$ cat src/rtl/render_pkg.sv
// Shared render definitions.
// - vbuf_state_t: vertex-buffer control states.
// - Color index constants used by the render path.
// - Default polygon sizing and a helper that validates a commit's vertex count.
package render_pkg;

    typedef enum logic [1:0] {
        IDLE    = 2'd0,   // back buffer untouched since the last swap/reset
        LOADING = 2'd1,   // at least one vertex written into the back buffer
        PENDING = 2'd2    // committed set waiting for the next vertical blank
    } vbuf_state_t;

    localparam logic [3:0] BLACK   = 4'd0;
    localparam logic [3:0] WHITE   = 4'd1;
    localparam logic [3:0] RED     = 4'd2;
    localparam logic [3:0] GREEN   = 4'd3;
    localparam logic [3:0] BLUE    = 4'd4;
    localparam logic [3:0] YELLOW  = 4'd5;
    localparam logic [3:0] CYAN    = 4'd6;
    localparam logic [3:0] MAGENTA = 4'd7;
    localparam logic [3:0] GRAY    = 4'd8;
    localparam logic [3:0] LBLUE   = 4'd9;

    localparam int DEFAULT_MAX_NUM_VERTICES = 4;
    localparam int DEFAULT_COORD_WIDTH      = 32;

    // Fewer than three vertices cannot describe a fillable polygon.
    localparam int unsigned MIN_POLYGON_VERTICES = 3;

    function automatic logic commit_count_ok(input int unsigned num,
                                             input int unsigned max_num);
        return (num >= MIN_POLYGON_VERTICES) && (num <= max_num);
    endfunction

endpackage

$ cat src/rtl/frame_tick_gen.sv
// Frame tick generator.
// Registers a single-cycle pulse one cycle after the raster position
// hcount_in==0 && vcount_in==PIXEL_HEIGHT (start of vertical blank) is sampled.
// Ports:
//   clk_in          system clock
//   rst_in          synchronous active-high reset
//   hcount_in       raster x
//   vcount_in       raster y
//   frame_tick_out  one-cycle pulse at the start of vertical blank
module frame_tick_gen #(
    parameter int H_W          = 11,
    parameter int V_W          = 10,
    parameter int PIXEL_HEIGHT = 720
) (
    input  logic           clk_in,
    input  logic           rst_in,
    input  logic [H_W-1:0] hcount_in,
    input  logic [V_W-1:0] vcount_in,
    output logic           frame_tick_out
);

    logic tick_reg;

    always_ff @(posedge clk_in) begin
        if (rst_in) begin
            tick_reg <= 1'b0;
        end else begin
            tick_reg <= (hcount_in == '0) && (vcount_in == V_W'(PIXEL_HEIGHT));
        end
    end

    assign frame_tick_out = tick_reg;

endmodule

$ cat src/rtl/polygon_vertex_buffer.sv
// Frame-synchronous double-buffered vertex store feeding draw_polygon.
// Scene logic writes vertices into a back buffer and commits the set; the
// back buffer is copied to the front registers only at the start of vertical
// blank, so the renderer never sees a half-updated polygon.
// Ports:
//   clk_in, rst_in        clock, synchronous active-high reset
//   hcount_in, vcount_in  raster position (swap line is vcount_in==PIXEL_HEIGHT)
//   wr_valid_in/ready_out vertex write handshake; write when valid && ready
//   wr_idx_in, wr_x_in, wr_y_in  vertex slot and signed coordinates
//   commit_in, commit_num_in     one-cycle commit pulse and vertex count
//   xs_out, ys_out        front buffer, slot i at [i*COORD_WIDTH +: COORD_WIDTH]
//   num_points_out        front-buffer vertex count
//   valid_out             front buffer holds a committed polygon (sticky)
//   swapped_out           one-cycle pulse on the cycle after a swap
//   error_out             one-cycle pulse for a rejected commit or dropped write
module polygon_vertex_buffer
    import render_pkg::*;
#(
    parameter int PIXEL_WIDTH      = 1280,
    parameter int PIXEL_HEIGHT     = 720,
    parameter int MAX_NUM_VERTICES = DEFAULT_MAX_NUM_VERTICES,
    parameter int COORD_WIDTH      = DEFAULT_COORD_WIDTH
) (
    input  logic                                      clk_in,
    input  logic                                      rst_in,
    input  logic [$clog2(PIXEL_WIDTH)-1:0]            hcount_in,
    input  logic [$clog2(PIXEL_HEIGHT)-1:0]           vcount_in,
    input  logic                                      wr_valid_in,
    output logic                                      wr_ready_out,
    input  logic [$clog2(MAX_NUM_VERTICES)-1:0]       wr_idx_in,
    input  logic signed [COORD_WIDTH-1:0]             wr_x_in,
    input  logic signed [COORD_WIDTH-1:0]             wr_y_in,
    input  logic                                      commit_in,
    input  logic [$clog2(MAX_NUM_VERTICES):0]         commit_num_in,
    output logic [MAX_NUM_VERTICES*COORD_WIDTH-1:0]   xs_out,
    output logic [MAX_NUM_VERTICES*COORD_WIDTH-1:0]   ys_out,
    output logic [$clog2(MAX_NUM_VERTICES):0]         num_points_out,
    output logic                                      valid_out,
    output logic                                      swapped_out,
    output logic                                      error_out
);

    localparam int H_W   = $clog2(PIXEL_WIDTH);
    localparam int V_W   = $clog2(PIXEL_HEIGHT);
    localparam int IDX_W = $clog2(MAX_NUM_VERTICES);
    localparam int NUM_W = $clog2(MAX_NUM_VERTICES) + 1;

    vbuf_state_t state_reg, state_next;

    logic frame_tick;
    logic wr_ready;
    logic wr_store;
    logic wr_drop;
    logic commit_accept;
    logic commit_reject;
    logic do_swap;
    logic wr_idx_ok;
    logic commit_num_ok;

    logic signed [COORD_WIDTH-1:0] back_x_reg  [MAX_NUM_VERTICES];
    logic signed [COORD_WIDTH-1:0] back_y_reg  [MAX_NUM_VERTICES];
    logic signed [COORD_WIDTH-1:0] front_x_reg [MAX_NUM_VERTICES];
    logic signed [COORD_WIDTH-1:0] front_y_reg [MAX_NUM_VERTICES];
    logic [NUM_W-1:0]              back_num_reg;
    logic [NUM_W-1:0]              front_num_reg;
    logic                          valid_reg;
    logic                          swapped_reg;
    logic                          error_reg;

    frame_tick_gen #(
        .H_W          (H_W),
        .V_W          (V_W),
        .PIXEL_HEIGHT (PIXEL_HEIGHT)
    ) u_frame_tick_gen (
        .clk_in         (clk_in),
        .rst_in         (rst_in),
        .hcount_in      (hcount_in),
        .vcount_in      (vcount_in),
        .frame_tick_out (frame_tick)
    );

    // Only reachable when MAX_NUM_VERTICES is not a power of two.
    assign wr_idx_ok     = (32'(wr_idx_in) < 32'(MAX_NUM_VERTICES));
    assign commit_num_ok = commit_count_ok(32'(commit_num_in), MAX_NUM_VERTICES);

    // ---------------- state register ----------------
    always_ff @(posedge clk_in) begin
        if (rst_in) begin
            state_reg <= IDLE;
        end else begin
            state_reg <= state_next;
        end
    end

    // ---------------- next-state logic ----------------
    always_comb begin
        state_next = state_reg;
        case (state_reg)
            IDLE: begin
                if (commit_accept) begin
                    state_next = PENDING;
                end else if (wr_store) begin
                    state_next = LOADING;
                end
            end
            LOADING: begin
                if (commit_accept) begin
                    state_next = PENDING;
                end
            end
            PENDING: begin
                if (frame_tick) begin
                    state_next = IDLE;
                end
            end
            default: state_next = IDLE;
        endcase
    end

    // ---------------- output / control decode ----------------
    // wr_ready is held low combinationally while rst_in is high so that the
    // reset cycle itself never advertises readiness.
    always_comb begin
        wr_ready      = 1'b0;
        wr_store      = 1'b0;
        wr_drop       = 1'b0;
        commit_accept = 1'b0;
        commit_reject = 1'b0;
        do_swap       = 1'b0;
        case (state_reg)
            IDLE, LOADING: begin
                wr_ready      = !rst_in;
                wr_store      = wr_valid_in && wr_ready && wr_idx_ok;
                wr_drop       = wr_valid_in && wr_ready && !wr_idx_ok;
                commit_accept = commit_in && commit_num_ok;
                commit_reject = commit_in && !commit_num_ok;
            end
            PENDING: begin
                // A tick coinciding with the accepting commit is seen while
                // still in IDLE/LOADING, so that set naturally waits a frame.
                do_swap = frame_tick;
            end
            default: ;
        endcase
    end

    // ---------------- vertex storage ----------------
    // A write and a commit in the same cycle both land at this edge, so the
    // written vertex is part of the committed set.
    genvar gi;
    generate
        for (gi = 0; gi < MAX_NUM_VERTICES; gi++) begin : g_slot
            always_ff @(posedge clk_in) begin
                if (rst_in) begin
                    back_x_reg[gi]  <= '0;
                    back_y_reg[gi]  <= '0;
                    front_x_reg[gi] <= '0;
                    front_y_reg[gi] <= '0;
                end else begin
                    if (wr_store && (wr_idx_in == IDX_W'(gi))) begin
                        back_x_reg[gi] <= wr_x_in;
                        back_y_reg[gi] <= wr_y_in;
                    end
                    if (do_swap) begin
                        front_x_reg[gi] <= back_x_reg[gi];
                        front_y_reg[gi] <= back_y_reg[gi];
                    end
                end
            end
            assign xs_out[gi*COORD_WIDTH +: COORD_WIDTH] = front_x_reg[gi];
            assign ys_out[gi*COORD_WIDTH +: COORD_WIDTH] = front_y_reg[gi];
        end
    endgenerate

    // ---------------- counts and status pulses ----------------
    always_ff @(posedge clk_in) begin
        if (rst_in) begin
            back_num_reg  <= '0;
            front_num_reg <= '0;
            valid_reg     <= 1'b0;
            swapped_reg   <= 1'b0;
            error_reg     <= 1'b0;
        end else begin
            if (commit_accept) begin
                back_num_reg <= commit_num_in;
            end
            if (do_swap) begin
                front_num_reg <= back_num_reg;
                valid_reg     <= 1'b1;
            end
            swapped_reg <= do_swap;
            error_reg   <= commit_reject || wr_drop;
        end
    end

    assign wr_ready_out   = wr_ready;
    assign num_points_out = front_num_reg;
    assign valid_out      = valid_reg;
    assign swapped_out    = swapped_reg;
    assign error_out      = error_reg;

endmodule
$ cat config.mk
export PLATFORM = sky130hd
export DESIGN_NAME = polygon_vertex_buffer
export DESIGN_NICKNAME = d
export VERILOG_FILES = /design/src/rtl/render_pkg.sv /design/src/rtl/frame_tick_gen.sv /design/src/rtl/polygon_vertex_buffer.sv
export SDC_FILE = /design/constraint.sdc
export NUM_CORES = 1
export LEC_CHECK = 0
export BUFFER_PORTS_ARGS = -buffer_cell sky130_fd_sc_hd__buf_2
export CAP_MARGIN = 40
export CORE_MARGIN = 2
export CORE_UTILIZATION = 55
export CTS_CLUSTER_DIAMETER = 150
export DETAILED_ROUTE_END_ITERATION = 16
export GPL_TIMING_DRIVEN = 0
export PLACE_DENSITY_LB_ADDON = 0.25
export SETUP_SLACK_MARGIN = 0.3
export SLEW_MARGIN = 20
export SYNTH_ARGS = -nofsm -noshare
export SYNTH_HDL_FRONTEND = slang
export SYNTH_SLANG_ARGS = --single-unit
$ cat constraint.sdc
create_clock -name clk_in -period 8.92 [get_ports clk_in]
set_input_delay 0.446 -clock clk_in [delete_from_list [all_inputs] [get_ports clk_in]]
set_output_delay 0.446 -clock clk_in [all_outputs]
set_load 0.01 [all_outputs]
[After elaboration in Yosys (flattened, before gate mapping)]
Memories as Yosys holds them, arrays and structs flattened.
Index checks and enable logic that the tools add are counted.
W data, S select, Z words.
Operators by class
  muxes and demuxes: 42
  bitwise gates (word level): 17
  equality and inequality tests: 9
  reductions and logical operators: 17
  order comparisons: 2
Operator list (count)
  $mux W32: 16
  $mux W1: 21
  $or A1 B1 Y1: 16
  $logic_not A11 Y1: 1
  $eq A10 B10 Y1 const B: 1
  $logic_and A1 B1 Y1: 9
  $mux W2: 4
  $eq A2 B2 Y1 const B: 3
  $pmux W2 S3: 1
  $eq A2 B1 Y1 const B: 2
  $logic_not A2 Y1: 2
  $reduce_or A2 Y1: 2
  $ge A3 B2 Y1 const B: 1
  $le A3 B3 Y1 const B: 1
  $ne A3 B3 Y1 const B: 1
  $reduce_and A3 Y1: 1
  $logic_not A1 Y1: 2
  $ne A2 B1 Y1 const B: 1
  $ne A2 B2 Y1 const B: 1
  $not A1 Y1: 1
Storage, ports and cells
  RAM bits: 512
  memories kept: 4
  output and inout bits: 263
  bits of input ports: 94
  register bits: 12
Memories
  back_x_reg: depth 4, bits a word 32, read ports 4, clocked after Yosys merged registers in 0, wr ports 4, RTL line polygon_vertex_buffer.sv:60  | logic signed [COORD_WIDTH-1:0] back_x_reg [MAX_NUM_VERTICES];
  back_y_reg: depth 4, bits a word 32, read ports 4, clocked after Yosys merged registers in 0, wr ports 4, RTL line polygon_vertex_buffer.sv:61  | logic signed [COORD_WIDTH-1:0] back_y_reg [MAX_NUM_VERTICES];
  front_x_reg: depth 4, bits a word 32, read ports 4, clocked after Yosys merged registers in 0, wr ports 4, RTL line polygon_vertex_buffer.sv:62  | logic signed [COORD_WIDTH-1:0] front_x_reg [MAX_NUM_VERTICES];
  front_y_reg: depth 4, bits a word 32, read ports 4, clocked after Yosys merged registers in 0, wr ports 4, RTL line polygon_vertex_buffer.sv:63  | logic signed [COORD_WIDTH-1:0] front_y_reg [MAX_NUM_VERTICES];

[Depth between registers and ports, before layout]
Gate-level depths: netlist (run 1).
  word-level depth: 8
  mapped depth: 5
  depth with buffers taken out: 3

[Modules after synthesis]
From an unflattened synthesis (run 1), not the netlist that was laid out.
Second synthesis, totals
  cells, all modules: 1140
  area, all modules: 19457.4 um2
Modules (own cells, without submodules)
  polygon_vertex_buffer: cells an instance 1132, seq. area each 15595.0 um2, times used 1, area an instance 19376.1 um2
  frame_tick_gen: cells an instance 8, seq. area each 20.0 um2, times used 1, area an instance 81.3 um2

[Worst setup path before layout (run 1)]
OpenSTA, ideal clock, no wires.
  path type: flip-flop to flip-flop
  from: register state_reg[1]
  to: memory front_x_reg[0][0] in the netlist's numbering (enable)
  library setup time: 0.608 ns
  buffers on the path: 0
  data required time: 8.312 ns
  arrival: 5.679 ns
  stages on the path, launching flop included: 4
  path slack: 2.633 ns
  cells stage by stage: dfxtp_1 > nand3b_2 > nor2b_1 > inv_1
RTL lines
  from (decl): RTL line polygon_vertex_buffer.sv:48  | vbuf_state_t state_reg, state_next;
  from (signal assigned): RTL line polygon_vertex_buffer.sv:91  | state_reg <= state_next;
  to (decl): RTL line polygon_vertex_buffer.sv:62

==> out/qor.yml, run 1 <==
power_and_ir_drop:
  pwr-share-clk_pct: 41.4
  seqPwrFrac_pct: 54.6
  swShare_pct: 20.22
  combPwrFrac_pct: 4.0
  p_leak_nw: 9.688
  p_int_w: 0.004139
  switchingPower_w: 0.001049
  power_density_nw_per_um2: 219.4
  vdd_drop_max_uv: 194.6
global_route:
  grt_start_max_net_pins: 95
  grt_antenna_before_repair: 4
  grtUsageTotal_pct: 22.77
  grt_pass1_vias: 10170
  grt_first_pass_wirelength_um: 60910
  grt_util_met1_pct: 29.85
  use_met2_pct: 37.56
  grt.busiest_layer: "met2"
  gr-total-overflow: 0
  met3_usage_pct: 4.897
cts:
  clock_latency_ns: 0.57
  clk_pin_slew_ns: 0.06
  hold_buffers: 0
  cts_setup_buffers: 0
  cts_buffers: 52
  postCtsResizedCells: 0
  cts_sinks: 524
  cts_max_level: 2
  clk_path_buf_depth: 3
  cts_tree: "done"
  cts_root_buf: "clkbuf_16"
placed_design:
  dp_cells: 1955
  place_congestion: 0.7905
  place_hpwl_um: 27480
  portBuffers: 356
status:
  status: "finished clean"
cells_and_area:
  fin_nets: 1648
  layout-drive-gt1-share_pct: 30.89
  syn2layout_area_growth_pct: 21.68
  layoutNonFillerInstCount: 2052
  nFillCells: 2339
worst_setup_path:
  crit_type: "flip-flop to flip-flop"
  arrival_ns: 2.45
  required_ns: 9.16
  worstSetupStartpointType: "flip-flop"
  cpLargestDelayFamily: "simple AND/OR/NAND/NOR gates"
  cpPeakStageDelay_ns: 0.39
  crit_slowest_cell: "or2_4"
  cp_num_buf_inv: 2
  end_kind: "flip-flop"
  critPathMaxFanout: 45
  cp_cell_sequence: "nor2_2 -> and4b_1 -> buf_4 -> or2_4 -> buf_16"
yosys:
  syn-num-nets: 1232
  synth_flop_cell: "edfxtp_1"
  synth_seq_cells: 524
  synth-edff-count: 512
  synthTopCellsByCount: "and2_1, edfxtp_1, buf_2"
  yosys-top-cells-area: "edfxtp_1, and2_1, dfxtp_1, buf_2, clkbuf_2"
  synth_top_area_cell: "edfxtp_1"
  synthArstFlopShare_pct: 0
  synth_top_cell_area_share_pct: 79.11
  synthDistinctLibCells: 32
  synth_warnings: 0
  avgSynthCellArea_um2: 17.08
  postSynthCellCount: 1138
  syn_area_um2: 19430
  yosysSeqAreaShare_pct: 80.35
timing:
  hold_viol: 0
  rsz0062_at_grt: "false"
  setup_violations: 0
  fin_crit_sh_pct: 24.87
  fmax_ghz: 0.4507
  slew_headroom_pct: 56.42
  finalSetupTns_ns: 0
  finalClockSkew_ns: 0.02645
  tightestPinTransition_ns: 0.6536
  drv_slew: 0
  fin_crit_ns: 2.219
routing:
  finalWirelength_um: 41730
  ant_nets: 0
  dr.pass1.iters: 5
  drc: 0
  drt_iter0_drc: 572
  wl_per_cell_um: 20.34
  vias: 10330
  viasPerCell: 5.034
floorplanning:
  rows: 68
  ios: 357
  die_width_um: 192.0
  dieArea_um2: 36850
  start_util_pct: 56.12
  core_um2: 34630
  die_height_um: 192.0
worst_hold_path:
  min_path_type: "primary input to flip-flop"
flow_run:
  cap_viol_max_count: 0
## final timing paths
path | startpoint | endpoint | slack (ns) | cells after the start
setup / recovery | state_reg[1]$_SDFFE_PP0P_ | back_x_reg[1][18]$_SDFFCE_PN0P_ | 6.70 | 5
hold / removal | hcount_in[9] | u_frame_tick_gen.frame_tick_out$_SDFF_PP0_ | 0.03 | 2
setup reg to reg | state_reg[1]$_SDFFE_PP0P_ | back_x_reg[1][18]$_SDFFCE_PN0P_ | 6.70 | 5
hold reg to reg | valid_out$_SDFFE_PP0P_ | valid_out$_SDFFE_PP0P_ | 0.46 | 2
## kinds of logic after synthesis
kind of cell,share of synthesized area [%]
DFF,80.35
and+or+nand+nor,17.66
buffers and inverters,1.539
AOI/OAI and AO/OA,0.4507
## through the flow
stage | area [µm²] | hold WS, ns | power (W) | setup WS (ns) | utilization, %
2_1_floorplan | 19430 | 0.4591 | 0.002977 | 2.633 | -
4_1_cts | 23640 | 0.008854 | 0.005223 | 6.657 | 68.28
6_report | 23650 | 0.02864 | 0.005188 | 6.701 | 68.29
3_3_place_gp | 21780 | 0.4526 | 0.003096 | 0.6187 | 62.91
3_5_place_dp | 21970 | 0.4469 | 0.003095 | 6.444 | 63.44
5_1_grt | 23640 | 0.01919 | 0.005338 | 6.541 | 68.28
## placed cells by master, fill, tap and decap left out, drive strengths merged, types with 2 or more instances in the layout
master and n:
a21oi 4, a22o 3, and2 512, and4b 4, buf 389, bufinv 6, clkbuf 96, clkinv 20
clkinvlp 3, dfxtp 12, edfxtp 512, inv 3, nand2b 3, nor2 3, nor2b 2, nor4 3
nor4b 3, o21ai 2, o21bai 2, or2 4
## layout make-up
| type | count | area (µm²) | area share (%) |
|---|---|---|---|
| Sequential cell | 524 | 15620 | 66.04 |
| Multi-Input combinational cell | 555 | 3530 | 14.93 |
| Timing Repair Buffer | 362 | 1947 | 8.233 |
| Clock buffer | 66 | 1375 | 5.815 |
| Tap cell | 455 | 569.3 | 2.408 |
| Clock inverter | 30 | 301.5 | 1.275 |
| Buffer | 57 | 291.5 | 1.233 |
| Inverter | 2 | 15.01 | 0.06350 |
| Antenna cell | 1 | 2.502 | 0.01058 |
## routing by layer
layer	wire length (µm)	part of all wire, %
met5	57	0.14
met2	20320	49
met1	16790	40
met3	2975	7.1
met4	1584	3.8
## power groups by stage
stage | clock [W] | combinational (W) | sequential (W)
floorplan | 0 | 0.0000618 | 0.00291
global placement | 0 | 0.000195 | 0.00290
detailed placement | 0 | 0.000210 | 0.00289
CTS | 0.00218 | 0.000211 | 0.00283
global route | 0.00227 | 0.000224 | 0.00284
finish | 0.00215 | 0.000206 | 0.00283
No activity file was read; power rests on OpenSTA's default activity.
==> run 2: changes to the inputs <==
--- a/config.mk
+++ b/config.mk
@@ -5,6 +5,7 @@
 export SDC_FILE = /design/constraint.sdc
 export NUM_CORES = 1
 export LEC_CHECK = 0
+export ABC_AREA = 1
 export BUFFER_PORTS_ARGS = -buffer_cell sky130_fd_sc_hd__buf_2
 export CAP_MARGIN = 40
 export CORE_MARGIN = 2
==> constraint.sdc (replaced) <==
create_clock -name clk_in -period 2.24 [get_ports clk_in]
set_input_delay 0.112 -clock clk_in [delete_from_list [all_inputs] [get_ports clk_in]]
set_output_delay 0.112 -clock clk_in [all_outputs]
set_load 0.01 [all_outputs]
==> run 2 against run 1 <==
  * Count of clock-buffer cells in the layout up 2
  * Worst setup slack worse by 6.3 ns
  * Critical endpoint is now back_x_reg[2][7]$_SDFFCE_PN0P_
  * Core utilization increased by 3.4 points
  * Largest power group unchanged
  * Via count grew 18%
  * Register-to-register slack got worse by 6.3 ns
  * Die area up 0.52%
  * Largest cell class unchanged
  * Combinational power rose to 6.2 times the previous value
  * Highest routed layer is now met4
  * First-iteration DRC count rose by 67%
  * Sequential share of layout area down 4.4 points
==> out/qor.yml, run 2 <==
floorplanning:
  rows: 69
  dieArea_um2: 37050
  start_util_pct: 55.33
  die_width_um: 192.5
  ios: 357
  die_height_um: 192.5
  core_um2: 35310
cells_and_area:
  layoutNonFillerInstCount: 2507
  syn2layout_area_growth_pct: 29.61
  multiInputGateArea_um2: 2426
  nFillCells: 2286
  mostFrequentLayoutCells: "edfxtp_1, nor2_1, buf_2, inv_1, dlygate4sd3_1"
  final_common_cell: "edfxtp_1"
  seqCellArea_um2: 15620
  layout-drive-gt1-share_pct: 26.55
  fin_nets: 2097
timing:
  hold_viol: 0
  finalClockSkew_ns: 0.01580
  setup_violations: 0
  fin_ws_ns: 0.3690
  fin_crit_sh_pct: 83.53
  fmax_ghz: 0.5345
  tightestPinTransition_ns: 0.6742
  slew_headroom_pct: 55.06
  finalSetupTns_ns: 0
  drv_slew: 0
  fin_crit_ns: 1.871
  rsz0062_at_grt: "false"
  holdWs_ns: 0.03167
worst_setup_path:
  cp_common_cell: "buf_6"
  cp_num_buf_inv: 4
  crit_type: "flip-flop to flip-flop"
  cp_cell_sequence: "nor2_4 -> nand2_4 -> inv_4 -> nand3_1 -> buf_6 -> buf_6 -> nand2_8 -> clkbuf_16"
  arrival_ns: 2.14
  r2r_start: "state_reg[1]$_SDFFE_PP0P_"
  r2r_end: "back_x_reg[2][7]$_SDFFCE_PN0P_"
  r2r_setup_slack_ns: 0.37
  rr_worst_depth: 8
  cpPeakStageDelay_ns: 0.37
  critPathMaxFanout: 11
  cpLargestDelayFamily: "buffers and inverters"
  end_kind: "flip-flop"
  worstSetupStartpointType: "flip-flop"
  crit_slowest_cell: "dfxtp_2"
  required_ns: 2.51
cts:
  cts_sinks: 524
  cts_max_level: 2
  clock_latency_ns: 0.57
  cts_tree: "done"
  clk_pin_slew_ns: 0.06
  clk_path_buf_depth: 3
  cts_root_buf: "clkbuf_16"
  cts_buffers: 51
worst_hold_path:
  min_to: "state_reg[0]$_SDFFE_PP0P_"
  min_path_type: "primary input to flip-flop"
  whs_path_depth: 5
  min-delay-start: "wr_valid_in"
global_route:
  grt_first_pass_wirelength_um: 67730
  grt_pass1_vias: 12010
  grt_start_max_net_pins: 53
  grt_antenna_before_repair: 1
  grtUsageTotal_pct: 25.12
  gr-total-overflow: 0
yosys:
  synth_top_area_cell: "edfxtp_1"
  syn-num-nets: 1577
  synth_top_cell_area_share_pct: 78.69
  yosysSeqAreaShare_pct: 79.92
  synthTopCellsByCount: "edfxtp_1, nor2_1, inv_1"
  synth_warnings: 0
  syn_area_um2: 19540
  yosys-top-cells-area: "edfxtp_1, nor2_1, inv_1, dfxtp_1, buf_4"
  synth-edff-count: 512
  synthDistinctLibCells: 23
  synthArstFlopShare_pct: 0
  yosysMostFrequentCell: "edfxtp_1"
  postSynthCellCount: 1483
  synth_flop_cell: "edfxtp_1"
  avgSynthCellArea_um2: 13.17
  synth_seq_cells: 524
power_and_ir_drop:
  total_power_w: 0.02142
  vdd_drop_max_uv: 689.5
  p_leak_nw: 11.16
  power_density_nw_per_um2: 846.0
routing:
  drc: 0
  finalWirelength_um: 47160
  ant_nets: 0
  viasPerCell: 4.862
  dr.pass1.iters: 5
  wl_per_cell_um: 18.81
  vias: 12190
  drt_iter0_drc: 954
placed_design:
  dp_cells: 2306
  portBuffers: 356
  post-place-ws_ns: -0.3610
  place_hpwl_um: 27610
  place_congestion: 0.7900
status:
  status: "finished clean"
flow_run:
  cap_viol_max_count: 0
-- run 2: cell count changes in the layout (fill, tap and decap cells not counted), sizes merged, moves of 27 or more --
cell,change
buf,+41
dlygate4sd3,+77
inv,+327
nand2,+27
nor2,+520
and2,-512
-- run 2: cell families after synthesis --
logic type             count (synthesis)  share of synthesized area, %
buffers and inverters                387                         8.607
AO/OA/AOI/OAI                          8                        0.2049
AND/OR/NAND/NOR                      564                         11.26
flip-flops                           524                         79.92
-- run 2: final cells by class --
type	count	share of cell area (%)
sequential	524	61.67
timing repair buffer	460	12.66
multi-input combinational	579	9.581
clock buffer	68	5.584
inverter	330	4.902
tap	461	2.278
buffer	57	1.957
clock inverter	27	1.354
antenna	1	0.009882
-- run 2: worst max-delay path by stage --
| stage | startpoint | end | slack, ns | depth (start not counted) |
|---|---|---|---|---|
| 3_3_place_gp | rst_in | front_y_reg[0][3]$_SDFFCE_PN0P_ | -0.46 | 4 |
| 4_1_cts | state_reg[1]$_SDFFE_PP0P_ | back_x_reg[0][5]$_SDFFCE_PN0P_ | 0.28 | 8 |
| 2_1_floorplan | state_reg[0]$_SDFFE_PP0P_ | front_x_reg[0][0]$_SDFFCE_PN0P_ | 0.29 | 3 |
| 3_5_place_dp | rst_in | front_y_reg[0][3]$_SDFFCE_PN0P_ | -0.36 | 6 |
| 5_1_grt | state_reg[1]$_SDFFE_PP0P_ | error_out$_SDFF_PN0_ | 0.32 | 5 |
| 6_report | state_reg[1]$_SDFFE_PP0P_ | back_x_reg[2][7]$_SDFFCE_PN0P_ | 0.37 | 8 |
-- run 2: routing by layer --
metal | wire, µm | global-route usage, % | vias to the layer above
li1 | - | - | 5742
met1 | 18750 | 32.58 | 5875
met2 | 23460 | 42.54 | 490
met3 | 3628 | 5.383 | 81
met4 | 1321 | 8.191 | 0
met5 | 0 | 0 | -
-- run 2: timing repair --
action / in CTS / in global routing
setup endpoints to repair: 360 / 303
pin swaps: 0 / 1
gates cloned: 14 / 9
setup buffers: 4 / 1
resized for setup: 28 / 10
hold buffers: 77 / 0
endpoints found under the hold margin: 266 / 0
-- run 2: per-stage QoR --
step	area (µm²)	util [%]
CTS	25060	70.98
floorplan	19590	-
finish	25320	71.71
global placement	21940	62.15
detailed placement	22090	62.57
global route	25320	71.71
-- run 2: worst min-delay path: stages --
cell and delay, ns:
buf_2 0.11, nand2_4 0.10, nand3_1 0.08, nand3_1 0.07
a21oi_1 0.06
-- run 2: power by group --
part	internal [W]	leakage, nW	switching [W]	total (W)
Sequential	0.0112	5.40	0.000121	0.0113
Combinational	0.000486	4.92	0.000787	0.00127
Clock	0.00536	0.840	0.00352	0.00887
==> run 3: changes to the inputs <==
==> constraint.sdc (replaced) <==
create_clock -name clk_in -period 1.9 [get_ports clk_in]
set_input_delay 0.095 -clock clk_in [delete_from_list [all_inputs] [get_ports clk_in]]
set_output_delay 0.095 -clock clk_in [all_outputs]
set_load 0.01 [all_outputs]
==> run 3 against run 2 <==
  * The flow now finishes with violations (hold timing)
  * Clock power grew 7.8%
  * Via count up 2.4%
  * Routed wire length up 1.9%
  * Critical path depth increased by 1
  * Sequential cell count stayed put
  * Register-to-register slack worse by 0.21 ns
  * Hold slack lost 0.038 ns
  * Sequential power is 18% higher
  * Fmax rose by 7.8%
  * Power rose by 14%
  * Final cell count grew 1.1%
  * First-iteration DRC count is 11% higher
  * Largest cell class unchanged
==> out/qor.yml, run 3 (synthesis gave the netlist of run 2 again) <==
worst_hold_path:
  min-delay-start: "rst_in"
  min_to: "num_points_out[2]$_SDFFE_PP0P_"
  whs_path_depth: 4
  min_path_type: "primary input to flip-flop"
floorplanning:
  ios: 357
  die_width_um: 192.5
  dieArea_um2: 37050
  die_height_um: 192.5
  start_util_pct: 55.33
  rows: 69
  core_um2: 35310
routing:
  ant_nets: 0
  drt_iter0_drc: 1056
  viasPerCell: 4.923
  drc: 0
  vias: 12480
  dr.pass1.iters: 5
  wl_per_cell_um: 18.95
  finalWirelength_um: 48050
placed_design:
  place_congestion: 0.7963
  place_hpwl_um: 27280
  post-place-ws_ns: -0.5985
  portBuffers: 356
timing:
  fin_crit_ns: 1.736
  setup_violations: 0
  slew_headroom_pct: 44.81
  tightestPinTransition_ns: 0.8278
  finalClockSkew_ns: 0.01791
  drv_slew: 0
  holdWs_ns: -0.006610
  fmax_ghz: 0.5759
  finalSetupTns_ns: 0
  fin_ws_ns: 0.1636
  rsz0062_at_grt: "true"
  hold_viol: 1
  fin_crit_sh_pct: 91.39
worst_setup_path:
  r2r_end: "back_x_reg[0][24]$_SDFFCE_PN0P_"
  cp_cell_sequence: "nor2_4 -> nand2_4 -> inv_6 -> nand3_4 -> buf_6 -> buf_12 -> nand2_8 -> buf_12 -> clkbuf_16"
  end_kind: "flip-flop"
  cp_common_cell: "buf_12"
  critPathMaxFanout: 8
  crit_slowest_cell: "dfxtp_4"
  crit_type: "flip-flop to flip-flop"
  r2r_start: "state_reg[1]$_SDFFE_PP0P_"
  required_ns: 2.18
  cpPeakStageDelay_ns: 0.36
  r2r_setup_slack_ns: 0.16
  rr_worst_depth: 9
  worstSetupStartpointType: "flip-flop"
  arrival_ns: 2.02
global_route:
  grtUsageTotal_pct: 25.63
  grt_first_pass_wirelength_um: 69300
  grt_start_max_net_pins: 51
  grt_pass1_vias: 12080
  grt_antenna_before_repair: 0
  gr-total-overflow: 0
cts:
  cts_root_buf: "clkbuf_16"
  clk_pin_slew_ns: 0.06
  cts_sinks: 524
  clock_latency_ns: 0.57
  cts_buffers: 50
  cts_tree: "done"
  clk_path_buf_depth: 3
  cts_max_level: 2
cells_and_area:
  antenna_cells: 0
  layout-drive-gt1-share_pct: 27.97
  mostFrequentLayoutCells: "edfxtp_1, nor2_1, buf_2, inv_1, dlygate4sd3_1"
  fin_nets: 2130
  final_common_cell: "edfxtp_1"
  syn2layout_area_growth_pct: 31.42
flow_run:
  cap_viol_max_count: 0
power_and_ir_drop:
  switchingPower_w: 0.005215
  pwr-share-clk_pct: 39.0
  seqPwrFrac_pct: 54.3
  vdd_drop_max_uv: 759.8
  swShare_pct: 21.28
  p_leak_nw: 11.34
  p_int_w: 0.01929
  power_density_nw_per_um2: 954.4
  combPwrFrac_pct: 6.7
status:
  status: "complete, but fails checks"
  violations: "hold timing"
==> run 3: cell count changes in the layout (fill, tap and decap cells not counted), moves of 5 or more <==
cell and delta:
clkinvlp_4 -5, buf_16 +7, buf_4 +23, bufinv_16 -5, clkinv_1 +6, nand2_8 +5
buf_12 +10
==> run 3: timing repair <==
item / 4_1_cts / 5_1_grt
gates resized for setup: 61 / 13
endpoints found under the setup margin: 560 / 310
buffers inserted: 30 / 7
hold buffers: 75 / 0
gates cloned: 23 / 5
hold endpoints to repair: 266 / 0
pin swaps: 4 / 3
==> run 3: metrics by stage <==
| step | hold slack [ns] | total power [W] | instance area [µm²] | util [%] | cells |
|---|---|---|---|---|---|
| floorplan | 0.1544 | 0.01410 | 19620 | - | 1483 |
| detailed placement | 0.3493 | 0.01468 | 22110 | 62.61 | 2305 |
| finish | -0.006610 | 0.02450 | 25680 | 72.72 | 2535 |
| CTS | -0.06859 | 0.02452 | 25460 | 72.11 | 2523 |
| global route | 0.02207 | 0.02524 | 25680 | 72.72 | 2535 |
| global placement | 0.3426 | 0.01461 | 21980 | 62.24 | 2300 |
==> run 3: layout make-up <==
class	instances	area, µm²
tap	461	576.8
multi-input combinational	580	2516
timing repair buffer	493	3628
clock buffer	64	1368
sequential	524	15620
clock inverter	26	192.7
inverter	330	1244
buffer	57	531.8
fill	2297	9634
==> run 3: metal layers <==
layer	track usage, %	share of wire, %	wire [µm]
met1	34.10	39	18680
met2	42.94	50	24220
met3	5.292	8.1	3914
met4	7.751	2.6	1233
met5	0	0	0
==> run 3: worst max-delay path by stage <==
stage / to / from / slack (ns)
after global routing: back_x_reg[0][25]$_SDFFCE_PN0P_ / state_reg[1]$_SDFFE_PP0P_ / 0.14
after floorplan: front_x_reg[0][0]$_SDFFCE_PN0P_ / state_reg[0]$_SDFFE_PP0P_ / -0.05
after CTS: back_y_reg[3][19]$_SDFFCE_PN0P_ / state_reg[1]$_SDFFE_PP0P_ / 0.17
after detailed placement: back_y_reg[3][4]$_SDFFCE_PN0P_ / state_reg[1]$_SDFFE_PP0P_ / -0.60
after global placement: front_y_reg[1][2]$_SDFFCE_PN0P_ / rst_in / -0.91
final: back_x_reg[0][24]$_SDFFCE_PN0P_ / state_reg[1]$_SDFFE_PP0P_ / 0.16
==> run 3: power by group through the flow <==
stage / registers [W] / logic [W] / clock network, W
6_report: 0.0133 / 0.00165 / 0.00956
5_1_grt: 0.0133 / 0.00178 / 0.0101
4_1_cts: 0.0133 / 0.00158 / 0.00964
3_5_place_dp: 0.0135 / 0.00113 / 0
3_3_place_gp: 0.0135 / 0.00107 / 0
2_1_floorplan: 0.0136 / 0.000476 / 0
==> run 3: worst max-delay path: cells and delay by family (launching register included) <==
kind | cells | cell delay, ns
buffers and inverters | 5 | 0.74
AND/OR/NAND/NOR | 4 | 0.34
flip-flops | 1 | 0.36
